<file path="src/rtl/safety_irq_distributor.sv">
// Interrupt distributor for the safety island.
// Takes one arbitrated interrupt from the core-local interrupt controller and
// presents it as one-hot lines to NumCores cores, either broadcast (lockstep)
// or to a single selected core (split). Per-core acks are collected, their ids
// checked, and an ack-skew timeout bounds how long the slowest core may lag.
// A single ready pulse tells the controller the interrupt was consumed.
module safety_irq_distributor #(
   parameter int NumIrqs    = 256,
   parameter int NumCores   = 3,
   parameter int LevelWidth = 8,
   parameter int AckTimeout = 64,
   localparam int IdWidth   = $clog2(NumIrqs),
   localparam int SelWidth  = (NumCores > 1) ? $clog2(NumCores) : 1
) (
   input  logic                                 clk_i,
   input  logic                                 rst_ni,
   input  logic                                 lockstep_i,
   input  logic [SelWidth-1:0]                  target_i,
   input  logic                                 irq_valid_i,
   input  logic [IdWidth-1:0]                   irq_id_i,
   input  logic [LevelWidth-1:0]                irq_level_i,
   input  logic                                 irq_shv_i,
   output logic                                 irq_ready_o,
   output logic [NumCores-1:0][NumIrqs-1:0]     core_irq_o,
   output logic [NumCores-1:0][LevelWidth-1:0]  core_irq_level_o,
   output logic [NumCores-1:0]                  core_irq_shv_o,
   input  logic [NumCores-1:0]                  core_ack_i,
   input  logic [NumCores-1:0][IdWidth-1:0]     core_ack_id_i,
   input  logic                                 err_clear_i,
   output logic                                 err_mismatch_o,
   output logic                                 err_timeout_o
);

   // Counter must be able to hold AckTimeout-1, the last value before timeout.
   localparam int CntWidth = $clog2(AckTimeout + 1);

   typedef enum logic [1:0] {
      IDLE    = 2'd0,
      PRESENT = 2'd1,
      DRAIN   = 2'd2
   } state_e;

   state_e                  state_reg, state_next;
   logic [IdWidth-1:0]      id_reg, id_next;
   logic [LevelWidth-1:0]   level_reg, level_next;
   logic                    shv_reg, shv_next;
   logic [NumCores-1:0]     target_reg, target_next;
   logic [NumCores-1:0]     acked_reg, acked_next;
   logic [CntWidth-1:0]     cnt_reg, cnt_next;
   logic                    err_mismatch_reg, err_mismatch_next;
   logic                    err_timeout_reg, err_timeout_next;

   logic [NumIrqs-1:0]      id_onehot;
   logic [NumCores-1:0]     line_on;
   logic [NumCores-1:0]     ack_accept;
   logic [NumCores-1:0]     ack_bad;
   logic [NumCores-1:0]     acked_all;
   logic [NumCores-1:0]     target_capture;
   logic                    complete;
   logic                    timeout_hit;
   logic                    timeout_set;

   assign id_onehot = NumIrqs'(1) << id_reg;

   // Per-core presentation and ack qualification: a core sees the interrupt
   // only while it is targeted and has not acked; only such cores may ack.
   for (genvar gi = 0; gi < NumCores; gi++) begin : g_core
      assign line_on[gi]          = (state_reg == PRESENT) && target_reg[gi] && !acked_reg[gi];
      assign core_irq_o[gi]       = line_on[gi] ? id_onehot : '0;
      assign core_irq_level_o[gi] = line_on[gi] ? level_reg : '0;
      assign core_irq_shv_o[gi]   = line_on[gi] && shv_reg;
      assign ack_accept[gi]       = line_on[gi] && core_ack_i[gi];
      assign ack_bad[gi]          = ack_accept[gi] && (core_ack_id_i[gi] != id_reg);
   end

   assign err_mismatch_o = err_mismatch_reg;
   assign err_timeout_o  = err_timeout_reg;

   // State and capture registers; async reset drops every output at once
   // because all core-facing outputs are decoded from state_reg.
   always_ff @(posedge clk_i or negedge rst_ni) begin
      if (!rst_ni) begin
         state_reg        <= IDLE;
         id_reg           <= '0;
         level_reg        <= '0;
         shv_reg          <= 1'b0;
         target_reg       <= '0;
         acked_reg        <= '0;
         cnt_reg          <= '0;
         err_mismatch_reg <= 1'b0;
         err_timeout_reg  <= 1'b0;
      end else begin
         state_reg        <= state_next;
         id_reg           <= id_next;
         level_reg        <= level_next;
         shv_reg          <= shv_next;
         target_reg       <= target_next;
         acked_reg        <= acked_next;
         cnt_reg          <= cnt_next;
         err_mismatch_reg <= err_mismatch_next;
         err_timeout_reg  <= err_timeout_next;
      end
   end

   // Next-state, capture, ack bookkeeping, timeout and ready generation.
   always_comb begin
      state_next        = state_reg;
      id_next           = id_reg;
      level_next        = level_reg;
      shv_next          = shv_reg;
      target_next       = target_reg;
      acked_next        = acked_reg;
      cnt_next          = cnt_reg;
      irq_ready_o       = 1'b0;
      timeout_set       = 1'b0;
      target_capture    = NumCores'(1);

      // Out-of-range split targets fall back to core 0.
      if (lockstep_i) begin
         target_capture = '1;
      end else if (int'(target_i) < NumCores) begin
         target_capture = NumCores'(1) << target_i;
      end

      acked_all   = acked_reg | ack_accept;
      complete    = (acked_all == target_reg);
      timeout_hit = (|acked_reg) && (cnt_reg == CntWidth'(AckTimeout - 1));

      case (state_reg)
         IDLE: begin
            if (irq_valid_i) begin
               id_next     = irq_id_i;
               level_next  = irq_level_i;
               shv_next    = irq_shv_i;
               target_next = target_capture;
               acked_next  = '0;
               cnt_next    = '0;
               state_next  = PRESENT;
            end
         end
         PRESENT: begin
            acked_next = acked_all;
            if (complete) begin
               // Completion beats a timeout landing in the same cycle.
               irq_ready_o = 1'b1;
               state_next  = DRAIN;
            end else if (|acked_reg) begin
               // Skew window running: upstream changes no longer matter.
               if (timeout_hit) begin
                  timeout_set = 1'b1;
                  irq_ready_o = 1'b1;
                  state_next  = DRAIN;
               end else begin
                  cnt_next = cnt_reg + CntWidth'(1);
               end
            end else if (|ack_accept) begin
               // First ack this cycle opens the skew window at zero.
               cnt_next = '0;
            end else if (!irq_valid_i || (irq_id_i != id_reg)) begin
               // Nobody took it yet: controller withdrew or preempted.
               state_next = IDLE;
            end
         end
         DRAIN: begin
            acked_next = '0;
            cnt_next   = '0;
            state_next = IDLE;
         end
         default: begin
            state_next = IDLE;
         end
      endcase

      // Sticky errors: a new event in the clearing cycle keeps the flag set.
      if (|ack_bad) begin
         err_mismatch_next = 1'b1;
      end else if (err_clear_i) begin
         err_mismatch_next = 1'b0;
      end else begin
         err_mismatch_next = err_mismatch_reg;
      end

      if (timeout_set) begin
         err_timeout_next = 1'b1;
      end else if (err_clear_i) begin
         err_timeout_next = 1'b0;
      end else begin
         err_timeout_next = err_timeout_reg;
      end
   end

endmodule

</file>
<file path="config.mk">
export PLATFORM = sky130hd
export DESIGN_NAME = safety_irq_distributor
export DESIGN_NICKNAME = d
export VERILOG_FILES = /design/src/rtl/safety_irq_distributor.sv
export SDC_FILE = /design/constraint.sdc
export NUM_CORES = 1
export LEC_CHECK = 0
export CAP_MARGIN = 10
export CORE_AREA = 2 2 331 333
export CTS_CLUSTER_DIAMETER = 80
export DETAILED_ROUTE_END_ITERATION = 6
export DIE_AREA = 0 0 333 335
export PLACE_DENSITY_LB_ADDON = 0.15
export SYNTH_ARGS = -nofsm -noshare
export SYNTH_HDL_FRONTEND = slang
export SYNTH_SLANG_ARGS = --single-unit
</file>
<file path="constraint.sdc">
create_clock -name clk_i -period 2.2 [get_ports clk_i]
set_input_delay 0.55 -clock clk_i [delete_from_list [all_inputs] [get_ports clk_i]]
set_output_delay 0.55 -clock clk_i [all_outputs]
set_load 0.005 [all_outputs]
</file>
==> impl_metrics.xml, run 1 <==
<?xml version="1.0" encoding="UTF-8"?>
<metrics>
  <group name="synthesis">
    <metric name="synth_area_per_cell" unit="sq um">4.899</metric>
    <metric name="synth.cell_area" unit="sq um">6315</metric>
    <metric name="synth_top_family_by_area" unit="">simple AND/OR/NAND/NOR gates</metric>
    <metric name="synth.ff_latch_count" unit="">34</metric>
    <metric name="seq_area_frac_synth" unit="%">13.47</metric>
    <metric name="synthDistinctLibCells" unit="">44</metric>
    <metric name="post_synth_inst_count" unit="">1289</metric>
    <metric name="yosys_most_used_dff" unit="">sky130_fd_sc_hd__dfrtp_1</metric>
    <metric name="synthSimpleGateAreaFrac" unit="%">66.26</metric>
    <metric name="compound_cell_area_share_of_the_yosys_netlist" unit="%">3.725</metric>
    <metric name="synthArstFlopShare" unit="%">100.0</metric>
    <metric name="synthesis.yosys.warnings" unit="">0</metric>
    <metric name="synthMuxAreaShare" unit="%">3.269</metric>
    <metric name="post_synth_xor_area_fraction" unit="%">4.577</metric>
    <metric name="yosys.area_share.adder" unit="%">0.5944</metric>
    <metric name="mappedNetlistNets" unit="">1343</metric>
    <metric name="synth-edff-count" unit="">0</metric>
  </group>
  <group name="clocking">
    <metric name="cts_hold_buffers" unit="">0</metric>
    <metric name="htree_num_levels" unit="">2</metric>
    <metric name="tritoncts" unit="">built</metric>
    <metric name="path_clk_slew" unit="ps">60</metric>
    <metric name="cts.sink_count" unit="">34</metric>
    <metric name="clock-root-buffer" unit="">sky130_fd_sc_hd__clkbuf_16</metric>
    <metric name="cts_max_path_buffers" unit="">2</metric>
    <metric name="clkLatencyLatePin" unit="ps">300</metric>
    <metric name="cts_made_buffers" unit="">5</metric>
  </group>
  <group name="power_and_ir_drop">
    <metric name="ir_worst_vdd" unit="mV">0.4301</metric>
    <metric name="power.total" unit="W">0.01476</metric>
    <metric name="leakage" unit="nW">9.922</metric>
    <metric name="power_per_unit_of_standard_cell_area" unit="nW/um^2">708.2</metric>
  </group>
  <group name="floorplanning">
    <metric name="ports_placed_on_the_boundary" unit="">849</metric>
    <metric name="design.die.area" unit="sq um">111600</metric>
    <metric name="floorplan.initialDensity" unit="%">5.842</metric>
    <metric name="floorplan.die.height" unit="um">335</metric>
    <metric name="core_region_area" unit="sq um">108100</metric>
    <metric name="fp.dieW" unit="um">333</metric>
    <metric name="row_count" unit="">121</metric>
  </group>
  <group name="global_route">
    <metric name="groute.usage.overall" unit="%">14.05</metric>
    <metric name="antenna_found_initial" unit="">15</metric>
    <metric name="grt_pass1_vias" unit="">12830</metric>
    <metric name="grt_pass1_wl" unit="um">110300</metric>
    <metric name="globalRouteOverflowTotal" unit="">0</metric>
    <metric name="largest_net_degree_at_the_start_of_global_routing" unit="">65</metric>
  </group>
  <group name="job">
    <metric name="maxCapViolCount" unit="">0</metric>
  </group>
  <group name="sta">
    <metric name="max-slew-margin-rel" unit="%">64.21</metric>
    <metric name="skew" unit="ps">8.972</metric>
    <metric name="slew_viol_final" unit="">0</metric>
    <metric name="timing_hold_violations_final" unit="">0</metric>
    <metric name="max_clock_freq" unit="GHz">0.3558</metric>
    <metric name="final-setup-viol-count" unit="">796</metric>
    <metric name="tightest_slew" unit="ps">536.9</metric>
    <metric name="final.period_utilization" unit="%">127.8</metric>
    <metric name="min_period" unit="ps">2811</metric>
    <metric name="rsz0062_at_grt" unit="">true</metric>
    <metric name="final.setup.worst_slack" unit="ps">-610.9</metric>
  </group>
  <group name="drt">
    <metric name="finalWirelength" unit="um">86970</metric>
    <metric name="route.vias.total" unit="">13080</metric>
    <metric name="ant_nets" unit="">0</metric>
    <metric name="pre_antenna_drt_iters" unit="">5</metric>
    <metric name="detail_route.drc_violations" unit="">0</metric>
    <metric name="detailed_route_iter0_violations" unit="">701</metric>
    <metric name="detailed_route_vias_per_instance" unit="">3.444</metric>
    <metric name="detail_route.wl_per_cell" unit="um">22.90</metric>
  </group>
  <group name="place">
    <metric name="io_buffer_count" unit="">848</metric>
    <metric name="dp_hpwl" unit="um">66850</metric>
    <metric name="place_congestion" unit="">0.8260</metric>
    <metric name="placed_area" unit="sq um">18760</metric>
  </group>
  <group name="cells_and_area">
    <metric name="final_layout_size_suffix_gt1_share" unit="%">33.00</metric>
    <metric name="finalInstanceArea" unit="sq um">20850</metric>
    <metric name="syn_to_final_growth" unit="%">230.1</metric>
    <metric name="layout.cells.most_common_list" unit="">sky130_fd_sc_hd__nor2_1 (718), sky130_fd_sc_hd__clkdlybuf4s50_1 (356), sky130_fd_sc_hd__dlygate4sd2_1 (270)</metric>
    <metric name="layout.nets" unit="">2426</metric>
    <metric name="layout_commonest_cell" unit="">sky130_fd_sc_hd__nor2_1</metric>
  </group>
  <group name="run_status">
    <metric name="violations_in_the_final_reports" unit="">negative setup slack</metric>
    <metric name="outcome" unit="">finished, violations left</metric>
  </group>
  <group name="min_path">
    <metric name="worstHoldPathType" unit="">in -&gt; async</metric>
  </group>
  <group name="worst_setup_path">
    <metric name="worst-setup-path-type" unit="">reg -&gt; out</metric>
    <metric name="worst_r2r_startpoint" unit="">acked_reg[2]$_DFFE_PN0P_</metric>
    <metric name="critPathRequiredTime" unit="ps">1650</metric>
    <metric name="end_kind" unit="">primary output</metric>
    <metric name="timing.critical_path.from_type" unit="">flop</metric>
    <metric name="setup.reg_to_reg.worst_slack" unit="ps">60</metric>
    <metric name="r2r.worst_path.cells" unit="">9</metric>
    <metric name="reg_to_reg_endpoint" unit="">cnt_reg[0]$_DFFE_PN0P_</metric>
    <metric name="arrival" unit="ps">2260</metric>
    <metric name="worstPathMaxFanout" unit="">8</metric>
  </group>
</metrics>
==> stage by stage <==
step / utilization [%] / hold WS [ps] / std cells / TNS, ps / setup WS [ps]
final: 19.28 / 226.2 / 3798 / -301720 / -610.9
after global routing: 19.27 / 244.4 / 3790 / -372380 / -689.3
after CTS: 18.42 / 234.2 / 3733 / -363880 / -598.2
after detailed placement: 17.35 / 477.8 / 3676 / -289870 / -619.3
after global placement: 17.35 / 477.3 / 3676 / -286850 / -719.0
after floorplan: - / 254.4 / 1289 / 0 / 12.82
==> cells in the mapped netlist, drive strengths merged, types with 2 or more instances <==
master  count  share of area [%]
nor2b      15                1.6
o21ai       7               0.55
and4bb      3               0.59
mux2       18                3.3
and2       29                2.9
a31o        2               0.28
nor3        9               0.71
a21oi       4               0.32
nand4       6               0.59
and3        2               0.20
clkbuf     99                5.9
nand2     131                7.8
a22oi       2               0.24
nor2      803                 48
a31oi       5               0.83
nand3      27                2.1
buf        21                1.9
or2         2               0.20
o21a        2               0.24
nand2b      7               0.69
xnor2      13                1.8
xor2       20                2.8
nor4        6               0.59
dfrtp      34                 13
a22o        3               0.42
nand3b      2               0.24
ha          3               0.59
inv         6               0.36
==> timing repair <==
item / CTS / global route
endpoints found under the hold margin: 0 / 0
buffers inserted: 45 / 48
gates resized for setup: 755 / 445
endpoints found under the setup margin: 800 / 796
cloned: 7 / 9
pin swaps: 21 / 33
==> worst max path at each step <==
stage / startpoint / endpoint / slack [ps] / depth (start not counted)
floorplan: id_reg[6]$_DFFE_PN0P_ / core_irq_o[128] / 10 / 7
global placement: core_ack_i[2] / irq_ready_o / -720 / 6
detailed placement: core_ack_i[2] / irq_ready_o / -620 / 6
CTS: id_reg[4]$_DFFE_PN0P_ / core_irq_o[63] / -600 / 8
global route: state_reg[1]$_DFFE_PN0P_ / core_irq_o[667] / -690 / 7
finish: state_reg[1]$_DFFE_PN0P_ / core_irq_o[667] / -610 / 7
==> layout make-up <==
type                       count  area [sq um]
inverter                       6         22.52
antenna                       11         27.53
tap                         1414          1769
fill                       12340         87250
timing repair buffer        1196         11870
clock inverter                 3         68.82
clock buffer                   5         125.1
sequential                    34         859.6
multi-input combinational   1129          6102
==> power by group <==
part	switching [W]	internal (W)
clock	0.000326	0.000652
sequential	0.000319	0.000888
combinational	0.00708	0.00549
==> cell families after synthesis <==
| group | after synthesis |
|---|---|
| flip-flops | 34 |
| multiplexers | 18 |
| buffers and inverters | 126 |
| AO/OA/AOI/OAI | 31 |
| AND/OR/NAND/NOR | 1044 |
| XOR/XNOR | 33 |
| adder cells (fa/ha/maj) | 3 |
==> critical path, stage by stage, from the launching register on <==
cell and delay (ps):
sky130_fd_sc_hd__dfrtp_1 410, sky130_fd_sc_hd__buf_4 190, sky130_fd_sc_hd__nor2b_4 260, sky130_fd_sc_hd__nand2_8 160
sky130_fd_sc_hd__buf_12 170, sky130_fd_sc_hd__buf_6 130, sky130_fd_sc_hd__nor2_1 110, sky130_fd_sc_hd__clkdlybuf4s50_1 510
==> metal layers <==
| layer | up-vias | track usage, % | share of wire [%] |
|---|---|---|---|
| li1 | 6117 | - | - |
| met1 | 6290 | 17.12 | 43 |
| met2 | 597 | 25.02 | 49 |
| met3 | 68 | 3.065 | 6.0 |
| met4 | 8 | 3.225 | 1.9 |
| met5 | - | 0 | 0.059 |
Note: power is estimated with default switching activity, not from simulation.
==> run 2: changes to the inputs <==
--- a/config.mk
+++ b/config.mk
@@ -11,6 +11,7 @@
 export DETAILED_ROUTE_END_ITERATION = 6
 export DIE_AREA = 0 0 333 335
 export PLACE_DENSITY_LB_ADDON = 0.15
+export SLEW_MARGIN = 20
 export SYNTH_ARGS = -nofsm -noshare
 export SYNTH_HDL_FRONTEND = slang
 export SYNTH_SLANG_ARGS = --single-unit
==> results of run 2 <==
The final DEF is identical to that of run 1; final timing and power are the same.
==> run 3: changes to the inputs <==
--- a/config.mk
+++ b/config.mk
@@ -5,6 +5,7 @@
 export SDC_FILE = /design/constraint.sdc
 export NUM_CORES = 1
 export LEC_CHECK = 0
+export ABC_CLOCK_PERIOD_IN_PS = 2200
 export CAP_MARGIN = 10
 export CORE_AREA = 2 2 331 333
 export CTS_CLUSTER_DIAMETER = 80
==> results of run 3 <==
The final DEF is identical to that of run 1; final timing and power are the same.
